File: config.mk
export PLATFORM = sky130hd
export DESIGN_NAME = caxi4interconnect_slave_addr_arbiter_flat
export DESIGN_NICKNAME = d
export VERILOG_FILES = /design/src/rtl/caxi4interconnect_slave_addr_arbiter_if.sv /design/src/rtl/caxi4interconnect_slave_addr_arbiter.sv /design/src/flat_wrapper.sv
export SDC_FILE = /design/constraint.sdc
export NUM_CORES = 1
export LEC_CHECK = 0
export ABC_AREA = 1
export BUFFER_PORTS_ARGS = -buffer_cell sky130_fd_sc_hd__buf_2
export CAP_MARGIN = 20
export CORE_MARGIN = 3
export CORE_UTILIZATION = 40
export DETAILED_ROUTE_END_ITERATION = 8
export PLACE_DENSITY = 0.72
export SYNTH_ARGS = -nofsm -noshare
export SYNTH_HDL_FRONTEND = slang
export SYNTH_SLANG_ARGS = --single-unit
File: constraint.sdc
create_clock -name sysClk -period 1.76 [get_ports sysClk]
set_input_delay 0.352 -clock sysClk [delete_from_list [all_inputs] [get_ports sysClk]]
set_output_delay 0.352 -clock sysClk [all_outputs]
set_load 0.02 [all_outputs]
File: src/rtl/caxi4interconnect_slave_addr_arbiter_if.sv
// rtl/caxi4interconnect_slave_addr_arbiter_if.sv - address-channel arbitration bundle for one crossbar slave port
// master modport: arbiter side (drives the slave port address valid and grants)
// slave modport : requester/slave-port side (drives requests, slave ready, completions)
interface caxi4interconnect_slave_addr_arbiter_if #(
  parameter int NUM_MASTERS       = 4,
  parameter int NUM_MASTERS_WIDTH = 2,
  parameter int OPEN_TRANS_WIDTH  = 4
);
  logic [NUM_MASTERS-1:0]       masterReq;
  logic [NUM_MASTERS-1:0]       masterReady;
  logic                         slaveValid;
  logic                         slaveReady;
  logic [NUM_MASTERS_WIDTH-1:0] grantEnc;
  logic [NUM_MASTERS-1:0]       grantOneHot;
  logic                         txnDone;
  logic [OPEN_TRANS_WIDTH-1:0]  openCount;
  logic                         countErr;

  modport master (
    input  masterReq, slaveReady, txnDone,
    output masterReady, slaveValid, grantEnc, grantOneHot, openCount, countErr
  );

  modport slave (
    output masterReq, slaveReady, txnDone,
    input  masterReady, slaveValid, grantEnc, grantOneHot, openCount, countErr
  );
endinterface

File: src/rtl/caxi4interconnect_slave_addr_arbiter.sv
// rtl/caxi4interconnect_slave_addr_arbiter.sv - round-robin AW/AR arbiter with outstanding-transaction throttle
// Optional macro CAXI4INTERCONNECT_ARB_MASTER0_PRIORITY_EN: master 0 preempts round-robin in IDLE;
// the pointer then rotates over masters 1..N-1 only and is not advanced by master 0 grants.
module caxi4interconnect_slave_addr_arbiter #(
  parameter int NUM_MASTERS       = 4,
  parameter int NUM_MASTERS_WIDTH = 2,
  parameter int OPEN_TRANS_MAX    = 8,
  parameter int OPEN_TRANS_WIDTH  = 4
) (
  input  logic sysClk,
  input  logic sysReset,
  caxi4interconnect_slave_addr_arbiter_if.master bus
);

  typedef enum logic [1:0] {
    IDLE  = 2'd0,
    GRANT = 2'd1,
    FULL  = 2'd2
  } arbStateT;

  localparam logic [OPEN_TRANS_WIDTH-1:0]  MAX_COUNT   = OPEN_TRANS_WIDTH'(OPEN_TRANS_MAX);
  localparam logic [NUM_MASTERS_WIDTH-1:0] LAST_MASTER = NUM_MASTERS_WIDTH'(NUM_MASTERS - 1);

  arbStateT                     state;
  arbStateT                     stateNext;
  logic [NUM_MASTERS_WIDTH-1:0] grantIdx;
  logic [NUM_MASTERS_WIDTH-1:0] rrPtr;
  logic [NUM_MASTERS_WIDTH-1:0] winnerIdx;
  logic [NUM_MASTERS_WIDTH-1:0] ptrAfterGrant;
  logic [NUM_MASTERS-1:0]       candReq;
  logic [NUM_MASTERS-1:0]       oneHot;
  logic                         winnerFound;
  logic                         validInt;
  logic                         handshake;
  logic                         arbitrate;
  logic [OPEN_TRANS_WIDTH-1:0]  openCnt;
  logic [OPEN_TRANS_WIDTH-1:0]  openCntNext;
  logic                         cntErr;

  // A registered grant is exactly the GRANT state; valid never depends on same-cycle requests.
  assign validInt  = (state == GRANT);
  assign handshake = validInt & bus.slaveReady;
  // Arbitrate only from IDLE with headroom; the handshake cycle is never an arbitration cycle.
  assign arbitrate = (state == IDLE) && (openCnt < MAX_COUNT) && winnerFound;

  // Winner search: first requester at or above the pointer, then wrap to the ones below it.
  always_comb begin
    winnerFound = 1'b0;
    winnerIdx   = '0;
    candReq     = bus.masterReq;
`ifdef CAXI4INTERCONNECT_ARB_MASTER0_PRIORITY_EN
    if (bus.masterReq[0]) begin
      winnerFound = 1'b1;
    end else begin
      candReq[0] = 1'b0;
    end
`endif
    for (int i = 0; i < NUM_MASTERS; i++) begin
      if (!winnerFound && candReq[i] && (i >= int'(rrPtr))) begin
        winnerFound = 1'b1;
        winnerIdx   = NUM_MASTERS_WIDTH'(i);
      end
    end
    for (int i = 0; i < NUM_MASTERS; i++) begin
      if (!winnerFound && candReq[i] && (i < int'(rrPtr))) begin
        winnerFound = 1'b1;
        winnerIdx   = NUM_MASTERS_WIDTH'(i);
      end
    end
  end

  // Pointer value to load on handshake: one past the served master, wrapping to 0.
  always_comb begin
    ptrAfterGrant = (grantIdx == LAST_MASTER) ? '0 : grantIdx + 1'b1;
`ifdef CAXI4INTERCONNECT_ARB_MASTER0_PRIORITY_EN
    if (grantIdx == '0) begin
      ptrAfterGrant = rrPtr;
    end
`endif
  end

  // Outstanding count: a handshake and a completion in the same cycle cancel out; never below zero.
  always_comb begin
    openCntNext = openCnt;
    if (handshake && !bus.txnDone) begin
      openCntNext = openCnt + 1'b1;
    end else if (!handshake && bus.txnDone && (openCnt != '0)) begin
      openCntNext = openCnt - 1'b1;
    end
  end

  // Next-state logic.
  always_comb begin
    stateNext = state;
    case (state)
      IDLE:    if (arbitrate) stateNext = GRANT;
      GRANT:   if (handshake) stateNext = (openCntNext == MAX_COUNT) ? FULL : IDLE;
      FULL:    if (bus.txnDone) stateNext = IDLE;
      default: stateNext = IDLE;
    endcase
  end

  // State register.
  always_ff @(posedge sysClk) begin
    if (sysReset) begin
      state <= IDLE;
    end else begin
      state <= stateNext;
    end
  end

  // Grant capture on arbitration; pointer rotation on handshake.
  always_ff @(posedge sysClk) begin
    if (sysReset) begin
      grantIdx <= '0;
      rrPtr    <= '0;
    end else begin
      if (arbitrate) begin
        grantIdx <= winnerIdx;
      end
      if (handshake) begin
        rrPtr <= ptrAfterGrant;
      end
    end
  end

  // Outstanding counter and sticky underflow flag.
  always_ff @(posedge sysClk) begin
    if (sysReset) begin
      openCnt <= '0;
      cntErr  <= 1'b0;
    end else begin
      openCnt <= openCntNext;
      if (bus.txnDone && (openCnt == '0)) begin
        cntErr <= 1'b1;
      end
    end
  end

  assign oneHot          = validInt ? (NUM_MASTERS'(1) << grantIdx) : '0;
  assign bus.slaveValid  = validInt;
  assign bus.grantEnc    = grantIdx;
  assign bus.grantOneHot = oneHot;
  assign bus.masterReady = oneHot & {NUM_MASTERS{bus.slaveReady}};
  assign bus.openCount   = openCnt;
  assign bus.countErr    = cntErr;

endmodule

File: src/flat_wrapper.sv
// flat-port wrapper written by rule: the top's interface ports become plain ports
module caxi4interconnect_slave_addr_arbiter_flat 
#(
  parameter int NUM_MASTERS       = 4,
  parameter int NUM_MASTERS_WIDTH = 2,
  parameter int OPEN_TRANS_MAX    = 8,
  parameter int OPEN_TRANS_WIDTH  = 4
)
  (sysClk, sysReset, bus_masterReq, bus_slaveReady, bus_txnDone, bus_masterReady, bus_slaveValid, bus_grantEnc, bus_grantOneHot, bus_openCount, bus_countErr);
  caxi4interconnect_slave_addr_arbiter_if #(.NUM_MASTERS(NUM_MASTERS), .NUM_MASTERS_WIDTH(NUM_MASTERS_WIDTH), .OPEN_TRANS_WIDTH(OPEN_TRANS_WIDTH)) bus_i ();
  input  logic sysClk;
  input  logic sysReset;
  input wire logic [$bits(bus_i.masterReq)-1:0] bus_masterReq;
  input wire logic [$bits(bus_i.slaveReady)-1:0] bus_slaveReady;
  input wire logic [$bits(bus_i.txnDone)-1:0] bus_txnDone;
  output wire logic [$bits(bus_i.masterReady)-1:0] bus_masterReady;
  output wire logic [$bits(bus_i.slaveValid)-1:0] bus_slaveValid;
  output wire logic [$bits(bus_i.grantEnc)-1:0] bus_grantEnc;
  output wire logic [$bits(bus_i.grantOneHot)-1:0] bus_grantOneHot;
  output wire logic [$bits(bus_i.openCount)-1:0] bus_openCount;
  output wire logic [$bits(bus_i.countErr)-1:0] bus_countErr;
  assign bus_i.masterReq = bus_masterReq;
  assign bus_i.slaveReady = bus_slaveReady;
  assign bus_i.txnDone = bus_txnDone;
  assign bus_masterReady = bus_i.masterReady;
  assign bus_slaveValid = bus_i.slaveValid;
  assign bus_grantEnc = bus_i.grantEnc;
  assign bus_grantOneHot = bus_i.grantOneHot;
  assign bus_openCount = bus_i.openCount;
  assign bus_countErr = bus_i.countErr;
  caxi4interconnect_slave_addr_arbiter #(.NUM_MASTERS(NUM_MASTERS), .NUM_MASTERS_WIDTH(NUM_MASTERS_WIDTH), .OPEN_TRANS_MAX(OPEN_TRANS_MAX), .OPEN_TRANS_WIDTH(OPEN_TRANS_WIDTH)) u_core (.sysClk(sysClk), .sysReset(sysReset), .bus(bus_i));
endmodule
==> flow_metrics.py <==
metrics = {
    "outcome": {
        "run_status": "complete, no violations",
    },
    "final_layout": {
        "diodes": 0,
        "syn_to_final_growth_pct": 21.4,
        "fill_cells": 192,
        "layout.nets": 168,
        "final_cells": 178,
        "drive_gt1_frac": 0.255,
    },
    "pwr": {
        "p_per_area_nw_per_um2": 1630,
        "swShare": 0.519,
        "power_frac_seq": 0.280,
        "p_sw_uw": 820,
        "p_comb_frac": 0.611,
        "ir_drop_mv": 0.681,
        "clockPowerShare": 0.109,
        "internal-power_uw": 759,
        "p_leak_nw": 0.538,
        "total_power_mw": 1.58,
    },
    "setup_path": {
        "crit_family": "flip-flops",
        "r2r_cells": 11,
        "ff2ff_setup_slack_ns": 0.20,
        "reg2reg_to": "u_core.state[1]",
        "end_kind": "output port",
        "worstPathRequired_ns": 1.41,
        "arrival_ns": 1.30,
        "cp_cell_sequence": "inv_2 -> nor2_2 -> inv_1 -> nor2_1 -> buf_2",
        "slowest_stage": "dfxtp_2",
        "cpPeakStageDelay_ns": 0.39,
        "cp.buffers_inverters": 3,
        "crit_fanout": 5,
        "start_kind": "flop",
        "crit_cells": 5,
        "critPathKind": "reg2out",
        "r2r-start": "u_core.bus.openCount[0]",
    },
    "timing": {
        "tightest_slew_ns": 0.272,
        "finalMaxSlewViolations": 0,
        "period_minus_slack_ns": 1.65,
        "fin_worst_skew_ns": 0.0123,
        "hold_viol_final": 0,
        "fin_crit_sh": 0.938,
        "relSlewSlack": 0.818,
        "fmax_mhz": 606,
        "rsz0062_at_grt": "no",
        "final.setup.tns_ns": 0,
        "setup_viol": 0,
    },
    "route": {
        "first_iter_violations": 23,
        "routed_via_density": 4.79,
        "drtAntennaViolNets": 0,
        "routedWlPerCell_um": 10.4,
        "drt-pass1-iter-count": 4,
        "wirelength_um": 1860,
        "drc": 0,
        "dr_total_vias": 853,
    },
    "yosys": {
        "mappedNetlistNets": 141,
        "ys_seq_area_frac": 0.275,
        "synth-async-reset-ratio": 0,
        "synth_area_leader_cell": "dfxtp_1",
        "yosys_warnings": 0,
        "yosys-top-cells-count": "33 x nand2_1, 19 x nor2_1, 18 x inv_1, 11 x dfxtp_1, 10 x nand3_1",
        "synth_cells": 127,
        "synth.area.top_cells": "dfxtp_1 28%, nand2_1 15%, ha_1 9.4%",
        "synth_edf_count": 0,
        "synth.ff_latch_count": 11,
        "synth_area_um2": 800,
        "syn_area_per_cell_um2": 6.30,
        "synth.distinct_cells": 23,
        "synth_most_common_cell": "nand2_1",
        "ys.flop_type": "dfxtp_1",
        "yosysTopAreaCellShare": 0.275,
    },
    "cts": {
        "cts_root_buf": "clkbuf_4",
        "clkLatencyLatePin_ns": 0.27,
        "holdBufCountCts": 0,
        "cts_buffers": 3,
        "clock-sinks": 11,
        "post_cts_buffers": 0,
        "cts_tree": "done",
        "htreeDepth": 1,
        "clock_path_buffers": 2,
        "path_clk_slew_ns": 0.07,
    },
    "floorplan": {
        "start_util": 0.444,
        "die-area_um2": 2570,
        "io_pins": 24,
        "fp.dieW_um": 50.7,
        "core_area_um2": 1800,
        "die_h_um": 50.7,
        "fp-row-count": 15,
    },
    "placed_design": {
        "portBuffers": 23,
        "place.detailed.hpwl_um": 1510,
        "gp_congestion": 0.937,
        "dp_cells": 174,
    },
    "global_route": {
        "first_global_vias": 735,
        "grt_remaining_overflow": 0,
        "grt_max_degree": 9,
        "grt_usage": 0.152,
        "grt_first_pass_wirelength_um": 2920,
        "antenna_found_initial": 0,
    },
    "min_path": {
        "hold_path.class": "in2reg",
        "hold-path-endpoint": "u_core.state[1]",
        "hold_start": "sysReset",
        "hold_path_depth": 2,
    },
    "run": {
        "maxCapViolCount": 0,
    },
}
metrics by stage:
step / util / worst slack, ns / cell area (um2) / hold slack (ns)
2_1_floorplan: - / 0.130 / 800 / 0.459
3_3_place_gp: 0.523 / 0.178 / 942 / 0.443
3_5_place_dp: 0.523 / 0.154 / 942 / 0.450
4_1_cts: 0.538 / 0.0421 / 968 / 0.317
5_1_grt: 0.539 / 0.0280 / 971 / 0.341
6_report: 0.539 / 0.109 / 971 / 0.318
layout by cell type, fill, tap and decap left out, drive strengths merged:
master  Yosys  layout
o21a        1       1
clkbuf      0       4
a21oi       7       7
ha          6       6
buf         1      23
inv        22      22
nor3        1       1
nand4       5       5
o21ai       2       2
xor2        1       1
or2         1       1
nand3      12      12
a21boi      1       1
a311oi      1       1
nand2      35      35
nor2       20      20
dfxtp      11      11
cell families after synthesis:
logic type,count (synthesis),synth area share
AO/OA/AOI/OAI,12,0.0908
XOR/XNOR,1,0.0110
adder cells (fa/ha/maj),6,0.0939
buffers and inverters,23,0.111
flip-flops,11,0.275
AND/OR/NAND/NOR,74,0.418
worst max-delay path by stage:
stage	start	end	slack [ns]
detailed placement	u_core.bus.openCount[0]	u_core.state[1]	0.15
global placement	u_core.bus.openCount[0]	u_core.state[1]	0.18
global route	u_core.state[0]	bus_grantOneHot[2]	0.03
floorplan	u_core.bus.openCount[0]	u_core.state[1]	0.13
finish	u_core.state[0]	bus_grantOneHot[3]	0.11
CTS	u_core.state[0]	bus_grantOneHot[2]	0.04
flip-flops by register name (all words and copies together) (netlist names):
register              flops
u_core.rrPtr              2
u_core.bus.grantEnc       2
u_core.bus.countErr       1
u_core.state              2
u_core.bus.openCount      4
per-layer routing:
metal  global-route usage  share of wire  routed length [um]  vias up
met5                    0              0                   0        -
met4                0.103          0.028                  52        0
met3               0.0356          0.049                  91        5
met2                0.246           0.49                 904       22
met1                0.176           0.43                 807      374
li1                     -              -                   -      452
worst register-to-register path: cells and delay by family, from the launching register on:
kind | cells | cell delay, ns
compound gates | 1 | 0.10
buf+inv | 1 | 0.10
flops | 1 | 0.36
simple gates | 8 | 0.74
fa+ha+maj | 1 | 0.22
power by group through the flow:
stage / Combinational (mW) / Sequential, mW / Clock, mW
2_1_floorplan: 0.636 / 0.516 / 0
3_3_place_gp: 0.952 / 0.442 / 0
3_5_place_dp: 0.957 / 0.445 / 0
4_1_cts: 0.964 / 0.439 / 0.177
5_1_grt: 1.08 / 0.458 / 0.184
6_report: 0.965 / 0.442 / 0.172
cell type report:
cell class / count / area, um2 / area share
well taps: 25 / 31.3 / 0.0322
clock buffers: 4 / 26.3 / 0.0271
flip-flops and latches: 11 / 223 / 0.229
repair buffers: 23 / 115 / 0.119
inverters: 22 / 85.1 / 0.0876
multi-input cells: 93 / 490 / 0.505
timing repair:
| item | CTS | global route |
|---|---|---|
| resized for setup | 0 | 2 |
| endpoints found under the hold margin | 0 | 0 |
| setup endpoints to repair | 0 | 5 |
(Power assumes the default switching activity.)
